[config.mk]
export PLATFORM = sky130hd
export DESIGN_NAME = uart_rx
export DESIGN_NICKNAME = d
export VERILOG_FILES = /design/src/rtl/uart_pkg.sv /design/src/rtl/uart_baud_tick.sv /design/src/rtl/uart_rx.sv
export SDC_FILE = /design/constraint.sdc
export NUM_CORES = 1
export LEC_CHECK = 0
export ABC_AREA = 1
export BUFFER_PORTS_ARGS = -buffer_cell sky130_fd_sc_hd__buf_2
export CAP_MARGIN = 30
export CORE_ASPECT_RATIO = 1.75
export CORE_UTILIZATION = 30
export CTS_CLUSTER_SIZE = 24
export DETAILED_ROUTE_END_ITERATION = 7
export GPL_ROUTABILITY_DRIVEN = 0
export PLACE_DENSITY = 0.5
export SKIP_CTS_REPAIR_TIMING = 1
export SLEW_MARGIN = 20
export SYNTH_ARGS = -nofsm -noshare
export SYNTH_HDL_FRONTEND = slang
export SYNTH_SLANG_ARGS = --single-unit
[constraint.sdc]
create_clock -name sys_clk_i -period 2.3 [get_ports sys_clk_i]
set_input_delay 0.345 -clock sys_clk_i [delete_from_list [all_inputs] [get_ports sys_clk_i]]
set_output_delay 0.345 -clock sys_clk_i [all_outputs]
set_load 0.02 [all_outputs]
[src/rtl/uart_pkg.sv]
// uart_pkg: shared types and constants for the UART receive path.
// Optional build macro used by uart_rx: UART_RX_MAJORITY_EN.
package uart_pkg;

   typedef enum logic [2:0] {
      IDLE,
      START,
      DATA,
      STOP,
      RECOVER
   } state_t;

   // Oversample ratio is a fixed property of the receiver, not a parameter.
   localparam int OVS = 16;

   // Positions within one bit period, counted in oversample ticks.
   localparam logic [3:0] SAMPLE_POS = 4'd7;
   localparam logic [3:0] DECIDE_POS = 4'd8;
   localparam logic [3:0] LAST_POS   = 4'd15;

   localparam int ACC_W = 32;

endpackage

[src/rtl/uart_baud_tick.sv]
// uart_baud_tick: fractional phase-accumulator tick generator.
// Emits one-cycle tick_o at an average rate of MULT*BAUD per second.
module uart_baud_tick
   import uart_pkg::*;
#(
   parameter int CLK_HZ = 100000000,
   parameter int BAUD   = 115200,
   parameter int MULT   = OVS
) (
   input  logic sys_clk_i,
   input  logic sys_rstn_i,
   output logic tick_o
);

   // One extra bit so acc+INC can never wrap before the compare.
   localparam logic [ACC_W:0] INC   = (ACC_W+1)'(MULT * BAUD);
   localparam logic [ACC_W:0] CLK_L = (ACC_W+1)'(CLK_HZ);

   logic [ACC_W-1:0] r_acc;
   logic [ACC_W:0]   w_sum;
   logic [ACC_W:0]   w_next;

   assign w_sum  = {1'b0, r_acc} + INC;
   assign tick_o = (w_sum >= CLK_L);
   assign w_next = tick_o ? (w_sum - CLK_L) : w_sum;

   // Free-running accumulator; nothing outside this module ever resets it.
   always_ff @(posedge sys_clk_i or negedge sys_rstn_i) begin
      if (!sys_rstn_i) r_acc <= '0;
      else             r_acc <= w_next[ACC_W-1:0];
   end

endmodule

[src/rtl/uart_rx.sv]
// uart_rx: 8N1 receiver, 16x oversampled, valid/ack byte handshake.
// Build macro UART_RX_MAJORITY_EN: 2-of-3 vote over os_cnt 6/7/8 instead
// of a single sample at os_cnt 7.
module uart_rx
   import uart_pkg::*;
#(
   parameter int CLK_HZ = 100000000,
   parameter int BAUD   = 115200
) (
   input  logic       sys_clk_i,
   input  logic       sys_rstn_i,
   input  logic       uart_rx_i,
   input  logic       uart_ack_i,
   output logic [7:0] uart_dat_o,
   output logic       uart_valid_o,
   output logic       uart_ferr_o,
   output logic       uart_ovr_o,
   output logic       uart_busy_o
);

   logic       r_sync1, r_sync2;
   logic       w_rx_s;
   logic       w_tick;
   state_t     r_state, w_next;
   logic [3:0] r_os_cnt;
   logic [2:0] r_bit_idx;
   logic [7:0] r_shift;
   logic       r_bit;
   logic       r_s7;
   logic       w_sample;
   logic       w_at_decide, w_at_last;
   logic       w_os_clr, w_bit_clr, w_cap, w_shift, w_deliver, w_ferr;

   uart_baud_tick #(.CLK_HZ(CLK_HZ), .BAUD(BAUD), .MULT(OVS)) u_tick (
      .sys_clk_i  (sys_clk_i),
      .sys_rstn_i (sys_rstn_i),
      .tick_o     (w_tick)
   );

   // Two-flop synchronizer; the line idles high so both stages reset to 1.
   always_ff @(posedge sys_clk_i or negedge sys_rstn_i) begin
      if (!sys_rstn_i) begin
         r_sync1 <= 1'b1;
         r_sync2 <= 1'b1;
      end else begin
         r_sync1 <= uart_rx_i;
         r_sync2 <= r_sync1;
      end
   end
   assign w_rx_s = r_sync2;

   // Capture the centre sample ahead of the decision tick.
   always_ff @(posedge sys_clk_i or negedge sys_rstn_i) begin
      if (!sys_rstn_i)                             r_s7 <= 1'b1;
      else if (w_tick && r_os_cnt == SAMPLE_POS)   r_s7 <= w_rx_s;
   end

`ifdef UART_RX_MAJORITY_EN
   logic r_s6;
   // Extra early sample for the vote; the third vote is live rx_s at the decision tick.
   always_ff @(posedge sys_clk_i or negedge sys_rstn_i) begin
      if (!sys_rstn_i)                                  r_s6 <= 1'b1;
      else if (w_tick && r_os_cnt == SAMPLE_POS - 4'd1) r_s6 <= w_rx_s;
   end
   assign w_sample = (r_s6 & r_s7) | (r_s6 & w_rx_s) | (r_s7 & w_rx_s);
`else
   assign w_sample = r_s7;
`endif

   assign w_at_decide = w_tick && (r_os_cnt == DECIDE_POS);
   assign w_at_last   = w_tick && (r_os_cnt == LAST_POS);

   // State register.
   always_ff @(posedge sys_clk_i or negedge sys_rstn_i) begin
      if (!sys_rstn_i) r_state <= IDLE;
      else             r_state <= w_next;
   end

   // Next-state and datapath strobes.
   always_comb begin
      w_next    = r_state;
      w_os_clr  = 1'b0;
      w_bit_clr = 1'b0;
      w_cap     = 1'b0;
      w_shift   = 1'b0;
      w_deliver = 1'b0;
      w_ferr    = 1'b0;
      case (r_state)
         IDLE: if (!w_rx_s) begin
            w_next   = START;
            w_os_clr = 1'b1;
         end
         START: begin
            if (w_at_decide && w_sample) w_next = IDLE;   // glitch, not a start bit
            else if (w_at_last) begin
               w_next    = DATA;
               w_bit_clr = 1'b1;
            end
         end
         DATA: begin
            if (w_at_decide) w_cap = 1'b1;
            else if (w_at_last) begin
               w_shift = 1'b1;
               if (r_bit_idx == 3'd7) w_next = STOP;
            end
         end
         // Decide at stop-bit centre so a following start bit is not missed.
         STOP: if (w_at_decide) begin
            if (w_sample) begin
               w_deliver = 1'b1;
               w_next    = IDLE;
            end else begin
               w_ferr = 1'b1;
               w_next = RECOVER;
            end
         end
         // Wait out a break so a held-low line does not look like new starts.
         RECOVER: if (w_rx_s) w_next = IDLE;
         default: w_next = IDLE;
      endcase
   end

   // Oversample counter, bit index and LSB-first shifter.
   always_ff @(posedge sys_clk_i or negedge sys_rstn_i) begin
      if (!sys_rstn_i) begin
         r_os_cnt  <= '0;
         r_bit_idx <= '0;
         r_shift   <= '0;
         r_bit     <= 1'b0;
      end else begin
         if (w_os_clr)    r_os_cnt <= '0;
         else if (w_tick) r_os_cnt <= r_os_cnt + 4'd1;
         if (w_bit_clr)    r_bit_idx <= '0;
         else if (w_shift) r_bit_idx <= r_bit_idx + 3'd1;
         if (w_cap)   r_bit   <= w_sample;
         if (w_shift) r_shift <= {r_bit, r_shift[7:1]};
      end
   end

   // Output byte handshake: delivery beats ack, overrun when nobody took the old byte.
   always_ff @(posedge sys_clk_i or negedge sys_rstn_i) begin
      if (!sys_rstn_i) begin
         uart_dat_o   <= '0;
         uart_valid_o <= 1'b0;
         uart_ferr_o  <= 1'b0;
         uart_ovr_o   <= 1'b0;
      end else begin
         uart_ferr_o <= w_ferr;
         if (w_deliver) begin
            uart_dat_o   <= r_shift;
            uart_valid_o <= 1'b1;
            uart_ovr_o   <= uart_valid_o & ~uart_ack_i;
         end else if (uart_ack_i && uart_valid_o) begin
            uart_valid_o <= 1'b0;
            uart_ovr_o   <= 1'b0;
         end
      end
   end

   assign uart_busy_o = (r_state != IDLE);

endmodule

==> results.py <==
metrics = {
    "critical_path": {
        "regToRegSetupSlack_ns": -0.03,
        "critical_path_class": "flip-flop to flip-flop",
        "endpoint_kind": "flip-flop",
        "worst_setup_path_start_kind": "flip-flop",
        "cp_max_fo": 8,
        "arrival_ns": 2.53,
        "crit_required_ns": 2.50,
    },
    "sta": {
        "hold_viol_final": 0,
        "relSlewSlack_pct": 63.1,
        "finClkSkew_ns": 0.00524,
        "finalWorstSetupSlack_ns": -0.0288,
        "fmax_ghz": 0.429,
        "finalSetupViolCount": 21,
        "period_share_pct": 101,
        "period_minus_slack_ns": 2.33,
        "slew_violations": 0,
        "tightest_slew_ns": 0.554,
        "rsz0062_at_grt": "true",
        "tns_ns": -0.299,
    },
    "clock_tree": {
        "clk_pin_slew_ns": 0.05,
        "cts_tree": "done",
        "clock_latency_ns": 0.33,
        "clock_sinks": 57,
        "htree_num_levels": 3,
        "cts_buffers": 9,
        "cts_root_buffer": "clkbuf_16",
        "cts.path.max_buffers": 2,
    },
    "synth": {
        "synth_compound_area_share_pct": 6.75,
        "yosys.area.top_type_share_pct": 40.0,
        "postSynthAreaPerCell_sq_um": 7.96,
        "ys.flop_type": "dfrtp_1",
        "synth-seq-cells": 57,
        "synthMostInstantiatedCell": "nand2_1",
        "ys_top_cells_by_count": "111 x nand2_1, 54 x dfrtp_1, 47 x inv_1",
        "yosys_warnings": 0,
        "yosysSeqAreaShare_pct": 42.4,
        "synth_simple_gate_area_share_pct": 33.4,
        "synth_xor_xnor_area_share_pct": 6.49,
        "synth_enable_flop_cells": 0,
        "synth_mux_area_share_pct": 0,
        "synth_area_leaders": "dfrtp_1 40%, nand2_1 12%, nand3_1 5.6%",
        "synth-adder-area-share_pct": 2.97,
        "synth_nets": 436,
        "yosysTopAreaCell": "dfrtp_1",
        "synthCells": 424,
        "synth_area_sq_um": 3370,
        "synth_top_family_by_area": "simple AND/OR/NAND/NOR gates",
        "synth_cell_types": 39,
        "synthArstFlopShare_pct": 100,
    },
    "placed_design": {
        "io_buffers": 15,
        "place_area_sq_um": 3890,
        "hpwl_mm": 6.02,
    },
    "power_and_ir_drop": {
        "p_sw_mw": 0.471,
        "p_seq_share_pct": 40.6,
        "intPower_mw": 2.01,
        "ir_drop_v": 0.000591,
        "p_clk_share_pct": 58.3,
        "power_density_nw_per_um2": 556,
        "share_comb_of_total_power_pct": 1.1,
        "leakage_nw": 2.20,
        "p_sw_share_pct": 18.9,
    },
    "routing": {
        "drt-pass1-iter-count": 4,
        "routed-wl-met3_microns": 108,
        "met1_length_mm": 2.90,
        "route.detailed.drc": 0,
        "highest_layer": "met4",
        "wire_per_inst_microns": 12.7,
        "drt_iter0_drc": 81,
        "ant_nets": 0,
        "num_vias": 2921,
        "finalWirelength_mm": 7.97,
        "vias_per_cell": 4.65,
        "dr_wl_met2_mm": 4.69,
    },
    "global_route": {
        "grt-ovfl-total": 0,
        "grt_start_max_net_pins": 36,
        "grt_pass1_vias": 2821,
        "grt_usage_pct": 14.5,
        "grt_pass1_wl_mm": 12.5,
        "antenna_found_initial": 0,
    },
    "run": {
        "cap_violations": 0,
    },
    "die": {
        "num_rows": 50,
        "ios": 16,
        "die-area_sq_um": 11700,
        "core_area_sq_um": 10800,
        "dieHeight_microns": 142,
        "die_x_microns": 82.2,
        "initial_core_util_pct": 31.2,
    },
    "run_status": {
        "failed_checks": "negative setup slack",
        "status": "complete, but fails checks",
    },
    "layout": {
        "final_util_pct": 41.3,
        "syn2layout_area_growth_pct": 32.5,
        "drive_gt1_share_pct": 32.3,
        "diodes": 0,
        "finish.net_count": 505,
        "postLayoutCellArea_sq_um": 4470,
    },
    "hold_path": {
        "min_path_type": "primary input to async pin",
    },
}
[stage by stage]
step                power (mW)  setup WS (ns)  instances  hold WS (ns)
floorplan                 1.03          0.120        424        0.0494
global placement          1.05        -0.0788        603         0.346
detailed placement        1.05        -0.0920        603         0.348
CTS                       2.53         -0.120        619        0.0145
global route              2.56         -0.215        628        0.0391
finish                    2.49        -0.0288        628        0.0102
[flip-flops by register name, indices dropped and copies added, names as in the netlist]
name and cells:
uart_ovr_o 1, r_shift 8, r_state 3, r_bit 1, uart_ferr_o 1, uart_valid_o 1
r_sync1 1, u_tick.r_acc 24, r_bit_idx 3, r_os_cnt 4, r_s7 1, r_sync2 1
uart_dat_o 8
[worst max-delay path, stage by stage (launching register included)]
cell and delay, ns:
dfrtp_1 0.39, ha_2 0.20, nand2_1 0.07, inv_2 0.05, nand2_4 0.11, nand3_1 0.08, nand2_1 0.15, nand2_1 0.09
inv_2 0.06, nand2_2 0.05, nand3_2 0.11, nor2_4 0.06, nor2_4 0.23, nand2_8 0.10, buf_4 0.18, nand4_2 0.06
xor2_1 0.15, nor2_1 0.06
[routing by layer]
metal | vias up | track usage (%)
met4 | 0 | 9.05
met5 | - | 0
li1 | 1489 | -
met1 | 1385 | 13.9
met2 | 29 | 27.4
met3 | 18 | 2.37
[final timing paths]
kind                             startpoint          endpoint  depth (start not counted)
max                        u_tick.r_acc[14]       r_os_cnt[3]                         17
min                              sys_rstn_i       uart_ferr_o                          1
max reg2reg                u_tick.r_acc[14]       r_os_cnt[3]                         17
min reg2reg                         r_sync1           r_sync2                          0
max in group asynchronous        sys_rstn_i  u_tick.r_acc[14]                          2
min in group sys_clk_i            uart_rx_i           r_sync1                          1
[placed cells by master (no fill, tap or decap), types with 2 or more instances in the layout]
cell type	Yosys	final
a21oi_1	5	5
buf_12	0	3
buf_2	1	15
buf_4	2	39
bufinv_16	0	2
clkbuf_16	0	9
clkbuf_8	0	2
clkinv_2	0	2
dfrtp_1	54	53
dfstp_2	3	3
ha_1	8	7
inv_1	47	47
inv_2	14	14
nand2_1	111	101
nand2_2	9	17
nand2_4	2	5
nand2_8	1	2
nand3_1	38	31
nand3_2	1	9
nand3_4	1	3
nand3b_1	5	5
nand4_1	7	7
nand4_2	2	2
nor2_1	37	33
nor2_2	7	7
nor2_4	2	6
nor3_1	6	6
o21ai_0	3	3
o21ai_1	11	10
o21ai_2	9	10
xnor2_1	9	8
xor2_1	16	16
[final cells by class]
class                           instances  area, sq um
Sequential cell                        57         1430
Tap cell                              130          163
Multi-Input combinational cell        306         1880
Clock inverter                          5         77.6
Clock buffer                           11          253
Timing Repair Buffer                   58          439
Inverter                               61          229
Fill cell                            1059         6350
[power groups by stage]
stage | registers, mW | clock network (mW) | logic, mW
floorplan | 1.03 | 0 | 0.00131
detailed placement | 1.03 | 0 | 0.0286
global placement | 1.03 | 0 | 0.0286
finish | 1.01 | 1.45 | 0.0267
global route | 1.01 | 1.52 | 0.0321
CTS | 1.01 | 1.49 | 0.0286
[kinds of logic (layout without fill, tap and decap cells)]
logic type                 Yosys count  count (layout)
AOI/OAI and AO/OA                   34              34
adders and majority gates            8               8
DFF                                 57              57
and+or+nand+nor                    234             239
xor gates and xnor gates            25              25
buffers and inverters               66             135
(Power assumes the default switching activity.)
